**config.mk**
```make
export PLATFORM = sky130hd
export DESIGN_NAME = mc_control_ext_flat
export DESIGN_NICKNAME = d
export VERILOG_FILES = /design/src/rtl/mc_control_ext_pkg.sv /design/src/rtl/mc_control_ext_if.sv /design/src/rtl/mc_control_ext_mem_wait_timer.sv /design/src/rtl/mc_control_ext.sv /design/src/flat_wrapper.sv
export SDC_FILE = /design/constraint.sdc
export NUM_CORES = 1
export LEC_CHECK = 0
export CAP_MARGIN = 10
export CORE_MARGIN = 4
export CORE_UTILIZATION = 53
export CTS_BUF_LIST = sky130_fd_sc_hd__clkbuf_8
export CTS_CLUSTER_SIZE = 10
export DETAILED_ROUTE_END_ITERATION = 10
export PLACE_DENSITY_LB_ADDON = 0.15
export SYNTH_ARGS = -nofsm -noshare
export SYNTH_HDL_FRONTEND = slang
export SYNTH_SLANG_ARGS = --single-unit
```
**constraint.sdc**
```tcl
create_clock -name clk -period 4.4 [get_ports clk]
set_input_delay 0.66 -clock clk [delete_from_list [all_inputs] [get_ports clk]]
set_output_delay 0.66 -clock clk [all_outputs]
set_load 0.005 [all_outputs]
```
**src/rtl/mc_control_ext_pkg.sv**
```systemverilog
// mc_control_ext_pkg: shared control_word types (FSM states, trap causes, datapath mux selects, control-word struct) and decode helpers
package mc_control_ext_pkg;
  typedef enum logic [3:0] {FETCH1, FETCH2, FETCH3, DECODE, EXEC, CALC_ADDR, LD1, LD2, ST1, ST2, MD_WAIT, TRAP} state_t;
  typedef enum logic [1:0] {TC_ILLEGAL = 2'd0, TC_MISALIGNED = 2'd1, TC_TIMEOUT = 2'd2} trap_cause_t;
  typedef enum logic [1:0] {PC_PLUS4, PC_ALU_OUT, PC_ALU_MOD2, PC_TRAP_VEC} pcmux_t;
  typedef enum logic {MAR_PC_OUT, MAR_ALU_OUT} marmux_t;
  typedef enum logic {CMP_RS2_OUT, CMP_I_IMM} cmpmux_t;
  typedef enum logic {A1_RS1_OUT, A1_PC_OUT} alumux1_t;
  typedef enum logic [2:0] {A2_I_IMM, A2_U_IMM, A2_B_IMM, A2_S_IMM, A2_J_IMM, A2_RS2_OUT} alumux2_t;
  typedef enum logic [3:0] {RF_ALU_OUT, RF_BR_EN, RF_U_IMM, RF_LW, RF_PC_PLUS4, RF_LB, RF_LBU, RF_LH, RF_LHU, RF_MULDIV_OUT} regfilemux_t;
  typedef enum logic [2:0] {ALU_ADD, ALU_SLL, ALU_SRA, ALU_SUB, ALU_XOR, ALU_SRL, ALU_OR, ALU_AND} alu_ops_t;
  typedef enum logic [2:0] {BR_BEQ = 3'b000, BR_BNE = 3'b001, BR_BLT = 3'b100, BR_BGE = 3'b101, BR_BLTU = 3'b110, BR_BGEU = 3'b111} branch_funct3_t;
  localparam logic [6:0] OP_LUI   = 7'b0110111;
  localparam logic [6:0] OP_AUIPC = 7'b0010111;
  localparam logic [6:0] OP_JAL   = 7'b1101111;
  localparam logic [6:0] OP_JALR  = 7'b1100111;
  localparam logic [6:0] OP_BR    = 7'b1100011;
  localparam logic [6:0] OP_LOAD  = 7'b0000011;
  localparam logic [6:0] OP_STORE = 7'b0100011;
  localparam logic [6:0] OP_IMM   = 7'b0010011;
  localparam logic [6:0] OP_REG   = 7'b0110011;
  typedef struct packed {
    logic           load_pc;
    pcmux_t         pcmux_sel;
    logic           load_ir;
    logic           load_mar;
    marmux_t        marmux_sel;
    logic           load_mdr;
    logic           load_data_out;
    logic           load_regfile;
    regfilemux_t    regfilemux_sel;
    alumux1_t       alumux1_sel;
    alumux2_t       alumux2_sel;
    alu_ops_t       aluop;
    cmpmux_t        cmpmux_sel;
    branch_funct3_t cmpop;
  } ctrl_word_t;
  function automatic logic [3:0] store_mask(input logic [1:0] sz, input logic [1:0] lsb);
    return sz[1] ? 4'b1111 : sz[0] ? 4'b0011 << lsb : 4'b0001 << lsb;
  endfunction
  function automatic logic misaligned(input logic [1:0] sz, input logic [1:0] lsb);
    return (sz == 2'b10 && lsb != 2'b00) || (sz == 2'b01 && lsb[0]);
  endfunction
endpackage

```
**src/rtl/mc_control_ext_if.sv**
```systemverilog
// mc_control_ext_if: controller/datapath bundle; master = controller (IR fields, br_en, addr_lsb, mem_resp, md_done in; ctrl, strobes, mask, md_start, trap, retire out), slave = datapath
interface mc_control_ext_if;
  import mc_control_ext_pkg::*;
  logic [6:0] opcode;
  logic [2:0] funct3;
  logic [6:0] funct7;
  logic       br_en;
  logic [1:0] addr_lsb;
  logic       mem_resp;
  logic       md_done;
  ctrl_word_t ctrl;
  logic       mem_read;
  logic       mem_write;
  logic [3:0] mem_byte_enable;
  logic       md_start;
  logic       trap;
  logic [1:0] trap_cause;
  logic       retire;
  modport master (input opcode, funct3, funct7, br_en, addr_lsb, mem_resp, md_done,
                  output ctrl, mem_read, mem_write, mem_byte_enable, md_start, trap, trap_cause, retire);
  modport slave (output opcode, funct3, funct7, br_en, addr_lsb, mem_resp, md_done,
                 input ctrl, mem_read, mem_write, mem_byte_enable, md_start, trap, trap_cause, retire);
endinterface

```
**src/rtl/mc_control_ext_mem_wait_timer.sv**
```systemverilog
// mem_wait_timer: 16-bit memory-wait counter (zero outside wait states, counts cycles without resp) flagging timeout on the last allowed cycle
module mem_wait_timer #(
  parameter int TIMEOUT = 64
) (
  input  logic clk,
  input  logic rst,
  input  logic en,
  input  logic resp,
  output logic timeout
);
  logic [15:0] cnt_q, cnt_d;
  always_comb cnt_d = !en ? 16'd0 : !resp ? cnt_q + 16'd1 : cnt_q;
  always_ff @(posedge clk) cnt_q <= rst ? 16'd0 : cnt_d;
  assign timeout = (TIMEOUT != 0) && en && !resp && cnt_q == 16'(TIMEOUT - 1);
endmodule

```
**src/rtl/mc_control_ext.sv**
```systemverilog
// mc_control_ext: multicycle RV32I(+M) control FSM; clk/rst plus bus (master) carrying IR fields and handshakes in, control word, memory strobes, md_start, trap and retire out
module mc_control_ext
  import mc_control_ext_pkg::*;
#(
  parameter bit ENABLE_M    = 1'b1,
  parameter int MEM_TIMEOUT = 64,
  parameter bit TRAP_EN     = 1'b1
) (
  input logic clk,
  input logic rst,
  mc_control_ext_if.master bus
);
  state_t      state_q, state_d;
  logic [3:0]  mask_q, mask_d;
  logic        md_issued_q, md_issued_d;
  trap_cause_t cause_q, cause_d;
  ctrl_word_t  ctrl;
  logic        mem_read, mem_write, md_start, trap, retire, timeout;
  logic [3:0]  byte_en;
  trap_cause_t trap_cause;
  logic [6:0]  op;
  logic [2:0]  f3;
  logic        alt, is_m, is_store, is_slt, legal;
  alu_ops_t    arith_op;
  assign op       = bus.opcode;
  assign f3       = bus.funct3;
  assign alt      = bus.funct7 == 7'b0100000;
  assign is_m     = bus.funct7 == 7'b0000001;
  assign is_store = op == OP_STORE;
  assign is_slt   = f3[2:1] == 2'b01;
  assign legal    = op == OP_LUI || op == OP_AUIPC || op == OP_IMM || op == OP_REG || op == OP_BR || op == OP_JAL || op == OP_JALR;
  assign arith_op = is_slt ? ALU_ADD : (f3 == 3'b101 && alt) ? ALU_SRA : (f3 == 3'b000 && alt && op == OP_REG) ? ALU_SUB : alu_ops_t'(f3);
  mem_wait_timer #(.TIMEOUT(MEM_TIMEOUT)) u_timer (
    .clk    (clk),
    .rst    (rst),
    .en     (state_q == FETCH2 || state_q == LD1 || state_q == ST1),
    .resp   (bus.mem_resp),
    .timeout(timeout)
  );
  always_comb begin
    ctrl        = '0;
    ctrl.aluop  = ALU_ADD;
    mem_read    = 1'b0;
    mem_write   = 1'b0;
    byte_en     = 4'b0000;
    md_start    = 1'b0;
    trap        = 1'b0;
    trap_cause  = TC_ILLEGAL;
    retire      = 1'b0;
    state_d     = state_q;
    mask_d      = mask_q;
    md_issued_d = md_issued_q;
    cause_d     = cause_q;
    case (state_q)
      FETCH1: begin
        ctrl.load_mar   = 1'b1;
        ctrl.marmux_sel = MAR_PC_OUT;
        state_d         = FETCH2;
      end
      FETCH2: begin
        mem_read      = 1'b1;
        ctrl.load_mdr = 1'b1;
        state_d       = bus.mem_resp ? FETCH3 : FETCH2;
      end
      FETCH3: begin
        ctrl.load_ir = 1'b1;
        state_d      = DECODE;
      end
      DECODE: begin
        md_issued_d = 1'b0;
        cause_d     = TC_ILLEGAL;
        state_d     = (op == OP_LOAD || is_store) ? CALC_ADDR :
                      (op == OP_REG && is_m) ? (ENABLE_M ? MD_WAIT : TRAP) :
                      legal ? EXEC : TRAP;
      end
      EXEC: begin
        retire              = 1'b1;
        ctrl.load_pc        = 1'b1;
        state_d             = FETCH1;
        ctrl.alumux1_sel    = (op == OP_AUIPC || op == OP_JAL || op == OP_BR) ? A1_PC_OUT : A1_RS1_OUT;
        ctrl.alumux2_sel    = (op == OP_LUI || op == OP_AUIPC) ? A2_U_IMM : op == OP_BR ? A2_B_IMM :
                              op == OP_JAL ? A2_J_IMM : op == OP_REG ? A2_RS2_OUT : A2_I_IMM;
        ctrl.aluop          = (op == OP_IMM || op == OP_REG) ? arith_op : ALU_ADD;
        ctrl.cmpmux_sel     = op == OP_IMM ? CMP_I_IMM : CMP_RS2_OUT;
        ctrl.cmpop          = op == OP_BR ? branch_funct3_t'(f3) : f3[0] ? BR_BLTU : BR_BLT;
        ctrl.pcmux_sel      = op == OP_JALR ? PC_ALU_MOD2 : (op == OP_JAL || (op == OP_BR && bus.br_en)) ? PC_ALU_OUT : PC_PLUS4;
        ctrl.load_regfile   = op != OP_BR;
        ctrl.regfilemux_sel = op == OP_LUI ? RF_U_IMM : (op == OP_JAL || op == OP_JALR) ? RF_PC_PLUS4 :
                              ((op == OP_IMM || op == OP_REG) && is_slt) ? RF_BR_EN : RF_ALU_OUT;
      end
      CALC_ADDR: begin
        ctrl.alumux2_sel = is_store ? A2_S_IMM : A2_I_IMM;
        if (misaligned(f3[1:0], bus.addr_lsb)) begin
          state_d = TRAP;
          cause_d = TC_MISALIGNED;
        end else begin
          ctrl.load_mar      = 1'b1;
          ctrl.marmux_sel    = MAR_ALU_OUT;
          ctrl.load_data_out = is_store;
          mask_d             = store_mask(f3[1:0], bus.addr_lsb);
          state_d            = is_store ? ST1 : LD1;
        end
      end
      LD1: begin
        mem_read = 1'b1;
        state_d  = bus.mem_resp ? LD2 : LD1;
      end
      LD2: begin
        ctrl.load_regfile   = 1'b1;
        ctrl.regfilemux_sel = f3 == 3'b000 ? RF_LB : f3 == 3'b001 ? RF_LH : f3 == 3'b100 ? RF_LBU : f3 == 3'b101 ? RF_LHU : RF_LW;
        ctrl.load_pc        = 1'b1;
        retire              = 1'b1;
        state_d             = FETCH1;
      end
      ST1: begin
        mem_write = 1'b1;
        byte_en   = mask_q;
        state_d   = bus.mem_resp ? ST2 : ST1;
      end
      ST2: begin
        ctrl.load_pc = 1'b1;
        retire       = 1'b1;
        state_d      = FETCH1;
      end
      MD_WAIT: begin
        md_start    = !md_issued_q;
        md_issued_d = 1'b1;
        if (bus.md_done) begin
          ctrl.load_regfile   = 1'b1;
          ctrl.regfilemux_sel = RF_MULDIV_OUT;
          ctrl.load_pc        = 1'b1;
          retire              = 1'b1;
          md_issued_d         = 1'b0;
          state_d             = FETCH1;
        end
      end
      TRAP: begin
        retire         = 1'b1;
        ctrl.load_pc   = 1'b1;
        ctrl.pcmux_sel = TRAP_EN ? PC_TRAP_VEC : PC_PLUS4;
        trap           = TRAP_EN;
        trap_cause     = TRAP_EN ? cause_q : TC_ILLEGAL;
        state_d        = FETCH1;
      end
      default: state_d = FETCH1;
    endcase
    if (timeout) begin
      state_d = TRAP;
      cause_d = TC_TIMEOUT;
    end
  end
  always_ff @(posedge clk) begin
    if (rst) begin
      state_q     <= FETCH1;
      mask_q      <= 4'b0000;
      md_issued_q <= 1'b0;
      cause_q     <= TC_ILLEGAL;
    end else begin
      state_q     <= state_d;
      mask_q      <= mask_d;
      md_issued_q <= md_issued_d;
      cause_q     <= cause_d;
    end
  end
  assign bus.ctrl            = ctrl;
  assign bus.mem_read        = mem_read;
  assign bus.mem_write       = mem_write;
  assign bus.mem_byte_enable = byte_en;
  assign bus.md_start        = md_start;
  assign bus.trap            = trap;
  assign bus.trap_cause      = trap_cause;
  assign bus.retire          = retire;
endmodule
```
**src/flat_wrapper.sv**
```systemverilog
// flat-port wrapper written by rule: the top's interface ports become plain ports
module mc_control_ext_flat import mc_control_ext_pkg::*;
#(
  parameter bit ENABLE_M    = 1'b1,
  parameter int MEM_TIMEOUT = 64,
  parameter bit TRAP_EN     = 1'b1
)
  (clk, rst, bus_opcode, bus_funct3, bus_funct7, bus_br_en, bus_addr_lsb, bus_mem_resp, bus_md_done, bus_ctrl, bus_mem_read, bus_mem_write, bus_mem_byte_enable, bus_md_start, bus_trap, bus_trap_cause, bus_retire);
  mc_control_ext_if bus_i ();
  input logic clk;
  input logic rst;
  input wire logic [$bits(bus_i.opcode)-1:0] bus_opcode;
  input wire logic [$bits(bus_i.funct3)-1:0] bus_funct3;
  input wire logic [$bits(bus_i.funct7)-1:0] bus_funct7;
  input wire logic [$bits(bus_i.br_en)-1:0] bus_br_en;
  input wire logic [$bits(bus_i.addr_lsb)-1:0] bus_addr_lsb;
  input wire logic [$bits(bus_i.mem_resp)-1:0] bus_mem_resp;
  input wire logic [$bits(bus_i.md_done)-1:0] bus_md_done;
  output wire logic [$bits(bus_i.ctrl)-1:0] bus_ctrl;
  output wire logic [$bits(bus_i.mem_read)-1:0] bus_mem_read;
  output wire logic [$bits(bus_i.mem_write)-1:0] bus_mem_write;
  output wire logic [$bits(bus_i.mem_byte_enable)-1:0] bus_mem_byte_enable;
  output wire logic [$bits(bus_i.md_start)-1:0] bus_md_start;
  output wire logic [$bits(bus_i.trap)-1:0] bus_trap;
  output wire logic [$bits(bus_i.trap_cause)-1:0] bus_trap_cause;
  output wire logic [$bits(bus_i.retire)-1:0] bus_retire;
  assign bus_i.opcode = bus_opcode;
  assign bus_i.funct3 = bus_funct3;
  assign bus_i.funct7 = bus_funct7;
  assign bus_i.br_en = bus_br_en;
  assign bus_i.addr_lsb = bus_addr_lsb;
  assign bus_i.mem_resp = bus_mem_resp;
  assign bus_i.md_done = bus_md_done;
  assign bus_ctrl = bus_i.ctrl;
  assign bus_mem_read = bus_i.mem_read;
  assign bus_mem_write = bus_i.mem_write;
  assign bus_mem_byte_enable = bus_i.mem_byte_enable;
  assign bus_md_start = bus_i.md_start;
  assign bus_trap = bus_i.trap;
  assign bus_trap_cause = bus_i.trap_cause;
  assign bus_retire = bus_i.retire;
  mc_control_ext #(.ENABLE_M(ENABLE_M), .MEM_TIMEOUT(MEM_TIMEOUT), .TRAP_EN(TRAP_EN)) u_core (.clk(clk), .rst(rst), .bus(bus_i));
endmodule
```
; ---- Word-level counts from Yosys, hierarchy flattened
; Cells that the tools add are included.
[word_totals]
out_inout_bits = 35
romBits = 0
register_bits = 27
input_bits = 24
latch_bits = 0
mem_count = 0
mem_bits_rw = 0
[op_classes]
n_div = 0
reduce_logical = 40
n_lt_le_gt_ge = 0
multipliers = 0
bitwise = 2
n_addsub = 1
n_mux = 60
n_eq_ne = 34
n_shift = 2
[ops]
columns = operator, n
row1 = $mux 4, 16
row2 = $pmux 4 s8, 1
row3 = $eq 7x6->1 const B, 4
row4 = $mux 3, 9
row5 = $eq 7x7->1 const B, 3
row6 = $mux 1, 17
row7 = $add 16x1->16 const B, 1
row8 = $eq 16x6->1 const B, 1
row9 = $eq 4x3->1 const B, 4
row10 = $eq 4x4->1 const B, 4
row11 = $mux 2, 8
row12 = $logic_or 1x1->1, 15
row13 = $pmux 5 s3, 1
row14 = $eq 7x5->1 const B, 2
row15 = $pmux 2 s2, 3
row16 = $logic_and 1x1->1, 10
row17 = $eq 4x2->1 const B, 2
row18 = $eq 7x1->1 const B, 1
row19 = $eq 7x2->1 const B, 1
row20 = $mux 7, 1
row21 = $ne 7x7->1 const B, 1
row22 = $eq 3x3->1 const B, 2
row23 = $pmux 3 s2, 1
row24 = $reduce_and 2->1, 3
row25 = 20 further kinds, 28

; ---- Longest topological paths before layout
; Gate-level depths: netlist of run 1.
[depth]
word_depth = 12
ltp_mapped = 7
depth_no_buf = 5

; ---- Cells and area by module
; A second synthesis of run 1 with hierarchy kept.
[hier_totals]
hier_cells = 285
area_unflattened_um2 = 2070.7
[modules_own_cells]
columns = module, area_per_inst_um2, seq_area_each_um2, cells_each, instances
row1 = mc_control_ext, 1249.9, 220.2, 193, 1
row2 = mem_wait_timer, 820.8, 320.3, 92, 1

; ---- Worst setup path before layout of run 1
; Ideal clock, no wire load.
[synth_path]
path_type = input port to output port
start = input port bus_opcode[6]
end = output port bus_ctrl[10]
path_slack_ns = 2.102
t_arrival_ns = 1.638
stages = 6
path_buffers = 1
required_ns = 3.740
cell_sequence = buf_6 -> nor2b_1 -> nor3b_1 -> nand2_1 -> o21a_1 -> a21oi_1
[synth_via]
elab_chain_cells = 5
word_cells_on_any_way = 7
cone_classes = eq/ne (3) / mux (2) / reduce/logical (2)
[synth_lines]
columns = element, line
row1 = start: declaration, flat_wrapper.sv:12  ; input wire logic [$bits(bus_i.opcode)-1:0] bus_opcode;
row2 = $eq 7x5->1 or $eq 7x7->1 (tied branches), mc_control_ext.sv:80  ; ctrl.alumux1_sel = (op == OP_AUIPC || op == OP_JAL || op == OP_BR) ? A1_PC_OUT : A1_RS1_OUT;
row3 = $logic_or 1x1->1, mc_control_ext.sv:80
row4 = $logic_or 1x1->1 *, mc_control_ext.sv:80
row5 = $mux 1 *, mc_control_ext.sv:80
row6 = $mux 1 *, mc_control_ext.sv:54  ; case (state_q)
row7 = end: declaration, flat_wrapper.sv:19  ; output wire logic [$bits(bus_i.ctrl)-1:0] bus_ctrl;
; Every way passes the cells marked *; elsewhere a longest branch is shown, timed or not.

; ---- Worst setup path in the final report of run 1
[layout_path]
start = input port bus_opcode[4]
end = output port bus_ctrl[10]
; Same word-level chain as after synthesis.

==> results.tsv, run 1 <==
stage	metric	value	unit
power_and_ir_drop	combPwrFrac	0.241	
worst_setup_path	reg2reg_setup_slack	2.44	ns
worst_setup_path	required	3.74	ns
power_and_ir_drop	peakVddDrop	109.4	µV
yosys	ys_ff_latch	27	
cts	cts_buffers	3	
die	rows	22	
die	die_area	4838	µm²
yosys	synthCells	273	
routing	viasPerCell	5.746	
die	die_w	69.56	µm
cts	postCtsSetupBuffers	0	
power_and_ir_drop	powerDensity	206.8	nW/µm²
timing	clock_skew	0.004753	ns
cells_and_area	finalNetCount	344	
routing	route.detailed.drc	0	
cells_and_area	area_delta_synth_final	29.16	%
power_and_ir_drop	clkPwrFrac	0.255	
cells_and_area	fillers	321	
die	ios	59	
flow_run	maxCapViolations	0	
routing	via_count	2103	
worst_setup_path	worstSetupStartpointType	input port	
cts	clk_latency	0.27	ns
worst_setup_path	critPathCaptureType	output pin	
cts	htreeDepth	1	
power_and_ir_drop	total_power	0.5364	mW
placed_design	hpwl	3995	µm
hold_path	hold_end	u_core.mask_q[0]	
yosys	netlist_area	2008	µm²
yosys	synth_flop_cell	dfxtp_1	
cells_and_area	seqCellArea	540.5	µm²
yosys	seq_area_frac_synth	0.2692	
cells_and_area	drive_gt1_frac	0.03774	
timing	rsz0062_at_grt	false	
timing	hold_ws	0.5008	ns
routing	routed_wl	5215	µm
cts	cts_root_buffer	clkbuf_8	
hold_path	worstHoldPathCells	2	
grt	first_global_vias	2056	
cells_and_area	final_cell_mix	clkdlybuf4s50_1 (58), nor2_1 (41), dfxtp_1 (27)	
timing	period_share	0.7865	
power_and_ir_drop	switching_share	0.2913	
cells_and_area	layout_commonest_cell	clkdlybuf4s50_1	
timing	fmax	0.2890	GHz
cells_and_area	final_cell_count_no_fill	366	
timing	worst_pin_slew	0.7064	ns
placed_design	dpl.cell_count	362	
timing	final_hold_viol_count	0	
die	core_area	3661	µm²
placed_design	io_buffers	58	
cts	cts_tree	built	
routing	postRouteAntennaNets	0	
cts	clock-sinks	27	
grt	gr-total-overflow	0	
yosys	yosysWarnings	0	
timing	layout_min_cycle_time	3.461	ns
grt	antenna_found_initial	0	
cts	clk_path_buf_depth	2	
power_and_ir_drop	p_leak	0.9247	nW
cts	clkTransAtPathRegs	0.08	ns
worst_setup_path	reg2reg_to	u_core.state_q[1]	
yosys	synthArstFlopShare	0	
worst_setup_path	r2r_start	u_core.state_q[3]	
yosys	syn_nets	298	
placed_design	gp_congestion	0.8743	
yosys	ys_types	57	
worst_setup_path	criticalPathCategory	in2out	
die	start_util	0.5485	
grt	grt_max_degree	23	
cells_and_area	diodes	0	
timing	tns	0	ns
die	die_y	69.56	µm
timing	slew_viol_final	0	
power_and_ir_drop	pwr-share-seq	0.504	
cells_and_area	final_core_util	0.7085	
grt	grt_pass1_wl	8935	µm
power_and_ir_drop	power.switching	0.1563	mW
grt	track_usage	0.2166	
status	status	finished, final reports clean	
hold_path	hp-start	u_core.mask_q[0]	
cts	cts_hold_buf	0	
power_and_ir_drop	p_int	0.3801	mW
timing	relSlewSlack	0.5284	
hold_path	hp-class	reg2reg	
cts	cts-resized-gates	0	
cells_and_area	multiInputGateArea	1341	µm²
yosys	syn_avg_cell_area	7.356	µm²
yosys	yosys-top-cells-area	dfxtp_1 (27%), nor2_1 (7.7%), nand2_1 (4.9%)	
worst_setup_path	rr_worst_depth	5	
yosys	yosysTopAreaCell	dfxtp_1	
worst_setup_path	critical_path.max_fanout	8	
routing	firstDrtPassIters	4	
routing	wl_per_cell	14.25	µm
yosys	synth-edff-count	0	
timing	setup_viol	0	
yosys	yosysTopAreaCellShare	0.2692	
routing	drtIter0Drc	115	
worst_setup_path	cp.arrival	2.80	ns
-- how the worst max path moves through the flow --
stage	startpoint	endpoint	slack, ns	cells after the start
3_5_place_dp	bus_opcode[4]	bus_ctrl[10]	0.95	7
4_1_cts	bus_opcode[4]	bus_ctrl[10]	0.95	7
6_report	bus_opcode[4]	bus_ctrl[10]	0.94	7
2_1_floorplan	bus_opcode[6]	bus_ctrl[10]	2.10	6
5_1_grt	bus_opcode[4]	bus_ctrl[10]	0.76	7
3_3_place_gp	bus_opcode[4]	bus_ctrl[10]	1.03	7
-- state kept, by name, indices dropped and copies added (netlist names) --
signal / count
u_core.state_q: 4
u_core.cause_q: 2
u_core.mask_q: 4
u_core.u_timer.cnt_q: 16
u_core.md_issued_q: 1
-- metrics by stage --
stage / cell area [µm²] / worst slack, ns
after global placement: 2549 / 1.032
final: 2594 / 0.9393
after detailed placement: 2549 / 0.9514
after floorplan: 2008 / 2.102
after CTS: 2594 / 0.9523
after global routing: 2594 / 0.7559
-- cells in the mapped netlist (2+ instances only) --
| master | instances |
|---|---|
| nor3_1 | 11 |
| nand2b_1 | 4 |
| and3_1 | 8 |
| o21bai_1 | 3 |
| o21ai_0 | 13 |
| nand2_1 | 26 |
| a21o_1 | 3 |
| xnor2_1 | 6 |
| o211ai_1 | 2 |
| a31oi_1 | 6 |
| nand4bb_1 | 4 |
| nand3b_1 | 2 |
| a21oi_1 | 11 |
| or3_1 | 4 |
| nand4b_1 | 2 |
| nor2b_1 | 6 |
| and2_1 | 8 |
| o22ai_1 | 5 |
| mux2i_1 | 4 |
| o21a_1 | 3 |
| inv_1 | 5 |
| xor2_1 | 8 |
| or2_1 | 2 |
| nor3_2 | 2 |
| clkbuf_1 | 6 |
| nor2_1 | 41 |
| buf_6 | 4 |
| dfxtp_1 | 27 |
| o41ai_1 | 2 |
| buf_1 | 2 |
| nand3_1 | 9 |
| nor4_1 | 5 |
| buf_2 | 5 |
-- worst max-delay path, cell delays in order --
cell and delay (ns):
clkdlybuf4s50_1 0.59, nor2b_1 0.24, nor3b_1 0.36, nand2_1 0.12, o21a_1 0.18, a21oi_1 0.13
clkdlybuf4s50_1 0.52
-- routing by layer --
layer	track usage	vias up	wire, µm
li1	-	1067	-
met1	0.2549	945	2225
met2	0.3761	78	2485
met3	0.04928	13	357
met4	0.08894	0	146
met5	0	-	0
-- power by group through the flow --
stage          Combinational, mW  Sequential, mW  Clock, mW
5_1_grt                    0.143           0.273      0.149
3_3_place_gp               0.128           0.275          0
3_5_place_dp               0.129           0.276          0
2_1_floorplan             0.0945           0.260          0
6_report                   0.129           0.270      0.137
4_1_cts                    0.130           0.270      0.140
-- cell type report --
type                    count  area share
multi-input cells         223      0.5171
repair buffers             59      0.2267
flip-flops and latches     27      0.2084
well taps                  48     0.02315
clock buffers               3     0.01592
inverters                   5    0.007236
clock inverters             1    0.001447
-- logic make-up after synthesis --
kind of cell	count (synthesis)	share of synthesized area
AOI/OAI and AO/OA	59	0.1925
muxes	4	0.01994
xor gates and xnor gates	14	0.06106
adders and majority gates	1	0.006230
buffers and inverters	23	0.06293
DFF	27	0.2692
and+or+nand+nor	145	0.3882
Note: power is estimated with default switching activity, not from simulation.
==> inputs of run 2 (changes only) <==
--- a/config.mk
+++ b/config.mk
@@ -7,7 +7,7 @@
 export LEC_CHECK = 0
 export CAP_MARGIN = 10
 export CORE_MARGIN = 4
-export CORE_UTILIZATION = 53
+export CORE_UTILIZATION = 49
 export CTS_BUF_LIST = sky130_fd_sc_hd__clkbuf_8
 export CTS_CLUSTER_SIZE = 10
 export DETAILED_ROUTE_END_ITERATION = 10
==> constraint.sdc (replaced) <==
create_clock -name clk -period 3.2 [get_ports clk]
set_input_delay 0.48 -clock clk [delete_from_list [all_inputs] [get_ports clk]]
set_output_delay 0.48 -clock clk [all_outputs]
set_load 0.005 [all_outputs]
==> results.tsv, run 2 (synthesized netlist as in run 1, its figures left out) <==
stage	metric	value	unit	change
routing	via_count	2156		was 2103
cts	clock-sinks	27		unchanged
timing	worst_pin_slew	0.6606	ns	was 0.7064 ns
cts	clk_latency	0.27	ns	about the same
routing	routed_wl	5351	µm	was 5215 µm
placed_design	dpl.cell_count	370		was 362
status	status	finished, final reports clean		unchanged
routing	firstDrtPassIters	4		unchanged
die	die_area	5187	µm²	was 4838 µm²
routing	viasPerCell	5.765		was 5.746
die	core_area	3971	µm²	was 3661 µm²
placed_design	gp_congestion	0.8052		was 0.8743
grt	grt_max_degree	21		was 23
grt	antenna_found_initial	0		unchanged
cts	htreeDepth	1		unchanged
cells_and_area	area_delta_synth_final	32.09	%	was 29.16%
routing	wl_per_cell	14.31	µm	was 14.25 µm
cells_and_area	final_cell_count_no_fill	374		was 366
power_and_ir_drop	p_leak	0.9550	nW	was 0.9247 nW
grt	grt_pass1_wl	9149	µm	was 8935 µm
cts	cts_root_buffer	clkbuf_8		unchanged
timing	slew_viol_final	0		unchanged
cells_and_area	layout_commonest_cell	clkdlybuf4s50_1		unchanged
grt	gr-total-overflow	0		unchanged
timing	clock_skew	0.008755	ns	was 0.004753 ns
die	rows	23		was 22
cells_and_area	regMostFlops	u_core.u_timer.cnt_q		unchanged
routing	drtIter0Drc	265		was 115
cts	cts_hold_buf	0		unchanged
timing	rsz0062_at_grt	false		unchanged
timing	layout_min_cycle_time	3.025	ns	
cells_and_area	final_cell_mix	clkdlybuf4s50_1 (58), nor2_1 (41), dfxtp_1 (27)		unchanged
worst_setup_path	required	2.72	ns	was 3.74 ns
placed_design	io_buffers	58		unchanged
die	die_y	72.02	µm	was 69.56 µm
worst_setup_path	worstSetupStartpointType	input port		unchanged
grt	first_global_vias	2003		was 2056
power_and_ir_drop	powerDensity	281.1	nW/µm²	was 206.8 nW/µm²
power_and_ir_drop	peakVddDrop	222.2	µV	was 109.4 µV
die	die_w	72.02	µm	was 69.56 µm
worst_setup_path	cp.arrival	2.55	ns	was 2.80 ns
cells_and_area	reg_top3	u_core.u_timer.cnt_q x16, u_core.mask_q x4, u_core.state_q x4		unchanged
cells_and_area	largest_reg_flops	16		unchanged
cts	clkTransAtPathRegs	0.09	ns	was 0.08 ns
timing	fmax	0.3305	GHz	
hold_path	hp-class	reg2reg		unchanged
worst_setup_path	critical_path.max_fanout	7		was 8
flow_run	maxCapViolations	0		unchanged
timing	tns	0	ns	unchanged
worst_setup_path	critPathCaptureType	output pin		unchanged
routing	route.detailed.drc	0		unchanged
cts	cts_tree	built		unchanged
die	start_util	0.5057		was 0.5485
cells_and_area	diodes	0		unchanged
worst_setup_path	criticalPathCategory	in2out		unchanged
die	ios	59		unchanged
cts	cts_buffers	3		unchanged
timing	final_hold_viol_count	0		unchanged
cts	cts-resized-gates	0		unchanged
timing	setup_viol	0		unchanged
grt	track_usage	0.2139		was 0.2166
cts	postCtsSetupBuffers	0		unchanged
placed_design	hpwl	4201	µm	was 3995 µm
cells_and_area	finalNetCount	350		was 344
timing	period_share	0.9454		
cts	clk_path_buf_depth	2		unchanged
timing	relSlewSlack	0.5590		was 0.5284
routing	postRouteAntennaNets	0		unchanged
cells_and_area	drive_gt1_frac	0.06481		was 0.03774
run 2: cell types whose count changed in the layout (fill, tap and decap cells not counted):
cell / delta
clkinv_2: +1
nor3b_2: +1
nor3b_1: -1
nor3_1: -1
buf_4: +6
nor3_2: +1
inv_1: -1
run 2: metrics by stage:
stage / cell area [µm²] / utilization / hold slack, ns / power (mW) / setup slack, ns
after floorplan: 2008 / - / 0.4531 / 0.4873 / 1.262
after global routing: 2653 / 0.6679 / 0.5487 / 0.7896 / 0.04711
after CTS: 2643 / 0.6654 / 0.4920 / 0.7514 / 0.2020
after detailed placement: 2596 / 0.6537 / 0.4784 / 0.5637 / 0.2094
final: 2653 / 0.6679 / 0.4908 / 0.7456 / 0.1746
after global placement: 2596 / 0.6537 / 0.4655 / 0.5607 / 0.2370
run 2: power by group:
| part | internal [mW] | total, mW | leakage [nW] | switching, mW |
|---|---|---|---|---|
| Clock | 0.0870 | 0.189 | 0.0255 | 0.101 |
| Sequential | 0.344 | 0.367 | 0.218 | 0.0237 |
| Combinational | 0.0982 | 0.190 | 0.711 | 0.0916 |
run 2: area by class of cell:
type | instances | area, µm²
inverters | 5 | 18.77
well taps | 50 | 62.56
flip-flops and latches | 27 | 540.5
repair buffers | 65 | 633.1
multi-input cells | 223 | 1351
clock buffers | 3 | 41.29
fillers | 367 | 1319
clock inverters | 1 | 5.005
run 2: worst paths after layout:
path,startpoint,end,slack (ns),cells after the start
min,u_core.u_timer.cnt_q[15],u_core.u_timer.cnt_q[15],0.49,2
max,bus_opcode[3],bus_ctrl[21],0.17,6
min reg2reg,u_core.u_timer.cnt_q[15],u_core.u_timer.cnt_q[15],0.49,2
max reg2reg,u_core.state_q[3],u_core.u_timer.cnt_q[3],1.25,4
run 2: critical path, cell delays in order:
cell	delay [ns]
clkdlybuf4s50_1	0.51
and4bb_2	0.36
nand4b_1	0.30
o21ai_0	0.26
a21o_1	0.13
clkdlybuf4s50_1	0.49
run 2: layer usage:
| metal | vias up | GRT usage | wire length [µm] |
|---|---|---|---|
| li1 | 1087 | - | - |
| met1 | 1006 | 0.3072 | 2586 |
| met2 | 55 | 0.3337 | 2444 |
| met3 | 8 | 0.03463 | 244 |
| met4 | 0 | 0.05219 | 76 |
| met5 | - | 0 | 0 |
==> RTL edit (config.mk and constraints of run 1) <==
Re-encode `state_t` (12 states) as one-hot, 12 bits wide.
--- a/src/rtl/mc_control_ext_pkg.sv
+++ b/src/rtl/mc_control_ext_pkg.sv
@@ -1,6 +1,6 @@
 // mc_control_ext_pkg: shared control_word types (FSM states, trap causes, datapath mux selects, control-word struct) and decode helpers
 package mc_control_ext_pkg;
-  typedef enum logic [3:0] {FETCH1, FETCH2, FETCH3, DECODE, EXEC, CALC_ADDR, LD1, LD2, ST1, ST2, MD_WAIT, TRAP} state_t;
+  typedef enum logic [11:0] {FETCH1 = 12'b000000000001, FETCH2 = 12'b000000000010, FETCH3 = 12'b000000000100, DECODE = 12'b000000001000, EXEC = 12'b000000010000, CALC_ADDR = 12'b000000100000, LD1 = 12'b000001000000, LD2 = 12'b000010000000, ST1 = 12'b000100000000, ST2 = 12'b001000000000, MD_WAIT = 12'b010000000000, TRAP = 12'b100000000000} state_t;
   typedef enum logic [1:0] {TC_ILLEGAL = 2'd0, TC_MISALIGNED = 2'd1, TC_TIMEOUT = 2'd2} trap_cause_t;
   typedef enum logic [1:0] {PC_PLUS4, PC_ALU_OUT, PC_ALU_MOD2, PC_TRAP_VEC} pcmux_t;
   typedef enum logic {MAR_PC_OUT, MAR_ALU_OUT} marmux_t;
Behaviour: no difference found for any inputs over 10 cycles, from zero or initial values and one cycle with rst high; not proved beyond that.
==> RTL edit against run 1 <==
Power increased by 25%. Wire length is 9.3% higher. Sequential cell count rose by 8. First-iteration DRC count up 55%. Design area is 11% higher. Register-to-register slack lost 0.22 ns. Synthesized area rose by 9.8%. Final cell count rose by 4.9%. Worst setup slack got worse by 0.14 ns. Sequential power increased by 21%. Utilization rose by 1.4 points.
==> RTL edit: results (changes against run 1) <==
stage,metric,value,unit,change
pwr,p_leak,0.991,nW,was 0.925 nW
sta,worst_slew_pin_slew,0.738,ns,was 0.706 ns
route,dr.pass1.iters,4,,unchanged
hold_path,hold_end,u_core.cause_q[0],,was u_core.mask_q[0]
clock_tree,post_cts_resized,0,,unchanged
status,status,"complete, no violations",,unchanged
placed_design,pre_cts_ws,0.822,ns,was 0.951 ns
global_routing,grt_max_degree,17,,was 23
hold_path,holdCritStartpoint,u_core.cause_q[0],,was u_core.mask_q[0]
synthesis,synth_area_leaders,"dfxtp_1, nor2_1, xor2_1",,"was dfxtp_1, nor2_1, nand2_1"
finish,fillCellCount,346,,was 321
route,wl_met2,2600,µm,was 2490 µm
route,via_count,2208,,was 2103
global_routing,grt_pass1_vias,2145,,was 2056
route,wl_met3,291,µm,was 357 µm
sta,skew,0.00914,ns,was 0.00475 ns
clock_tree,clk_latency,0.29,ns,was 0.27 ns
sta,hold_ws,0.455,ns,was 0.501 ns
pwr,ir_drop,0.000151,V,was 0.000109 V
clock_tree,numCtsBuffers,5,,was 3
route,wirelength,5700,µm,was 5220 µm
synthesis,synth_fp_nets,303,,was 298
critical_path,r2r_slack,2.22,ns,was 2.44 ns
placed_design,dpl.hpwl,4370,µm,was 4000 µm
critical_path,worstReg2RegEnd,u_core.state_q[4],,was u_core.state_q[1]
clock_tree,cts_max_level,2,,was 1
critical_path,crit-reg2reg-launch,u_core.state_q[4],,was u_core.state_q[3]
clock_tree,post_cts_buffers,0,,unchanged
route,wl_met1,2710,µm,was 2230 µm
route,drt-initial-drc-count,178,,was 115
finish,nets,358,,was 344
critical_path,cp_max_fo,7,,was 8
finish,top_regs,"u_core.u_timer.cnt_q (16), u_core.state_q (12), u_core.mask_q (4)",,"was u_core.u_timer.cnt_q (16), u_core.mask_q (4), u_core.state_q (4)"
critical_path,worstPathArrival,2.94,ns,was 2.80 ns
synthesis,synth.top_cells.by_count,"nor2_1, dfxtp_1, nand2_1",,"was nor2_1, dfxtp_1, nand2_1, o21ai_0"
synthesis,yosysSeqAreaShare,0.318,,was 0.269
global_routing,grt_pass1_wl,9770,µm,was 8940 µm
placed_design,globalplace.congestion,0.913,,was 0.874
finish,multi_input_area,1410,µm²,was 1340 µm²
placed_design,placed_cell_area,2790,µm²,was 2550 µm²
finish,final_cells,384,,was 366
critical_path,r2r_cells,5,,unchanged
## RTL edit: worst max-delay path by stage
stage | startpoint | endpoint | slack (ns) | cells past startpoint
CTS | bus_opcode[3] | bus_ctrl[8] | 0.82 | 7
global placement | bus_opcode[3] | bus_ctrl[7] | 0.94 | 7
detailed placement | bus_opcode[3] | bus_ctrl[8] | 0.82 | 7
floorplan | bus_funct7[3] | bus_ctrl[5] | 1.99 | 5
global route | bus_opcode[3] | bus_ctrl[7] | 0.60 | 7
finish | bus_opcode[3] | bus_ctrl[8] | 0.80 | 7
## RTL edit: cell families after synthesis
group | after synthesis | share of synthesized area
buffers and inverters | 21 | 0.0448
XOR/XNOR | 18 | 0.0715
flip-flops | 35 | 0.318
AO/OA/AOI/OAI | 49 | 0.149
multiplexers | 2 | 0.00965
adder cells (fa/ha/maj) | 1 | 0.00567
AND/OR/NAND/NOR | 152 | 0.401
## RTL edit: worst max-delay path, stage by stage
cell and delay [ns]:
clkdlybuf4s50_1 0.52, nand4bb_4 0.28, nor3_1 0.37, nand2_1 0.16, or2_2 0.33, o21ai_0 0.08
clkdlybuf4s50_1 0.52
## RTL edit: per-layer routing
metal	up-vias	GRT usage
li1	1109	-
met1	1031	0.322
met2	59	0.365
met3	9	0.0388
met4	0	0.0799
met5	-	0
## RTL edit: layout make-up
class / instances / area share
Clock buffer: 6 / 0.0286
Clock inverter: 2 / 0.00563
Inverter: 11 / 0.0143
Multi-Input combinational cell: 222 / 0.486
Sequential cell: 35 / 0.243
Tap cell: 50 / 0.0217
Timing Repair Buffer: 58 / 0.201
## RTL edit: where the power goes
group          leakage (nW)  switching (mW)  total [mW]  internal (mW)
clock network        0.0474           0.122       0.250          0.128
logic                 0.661          0.0429      0.0901         0.0472
registers             0.282         0.00799       0.328          0.320
total                 0.991           0.173       0.668          0.495
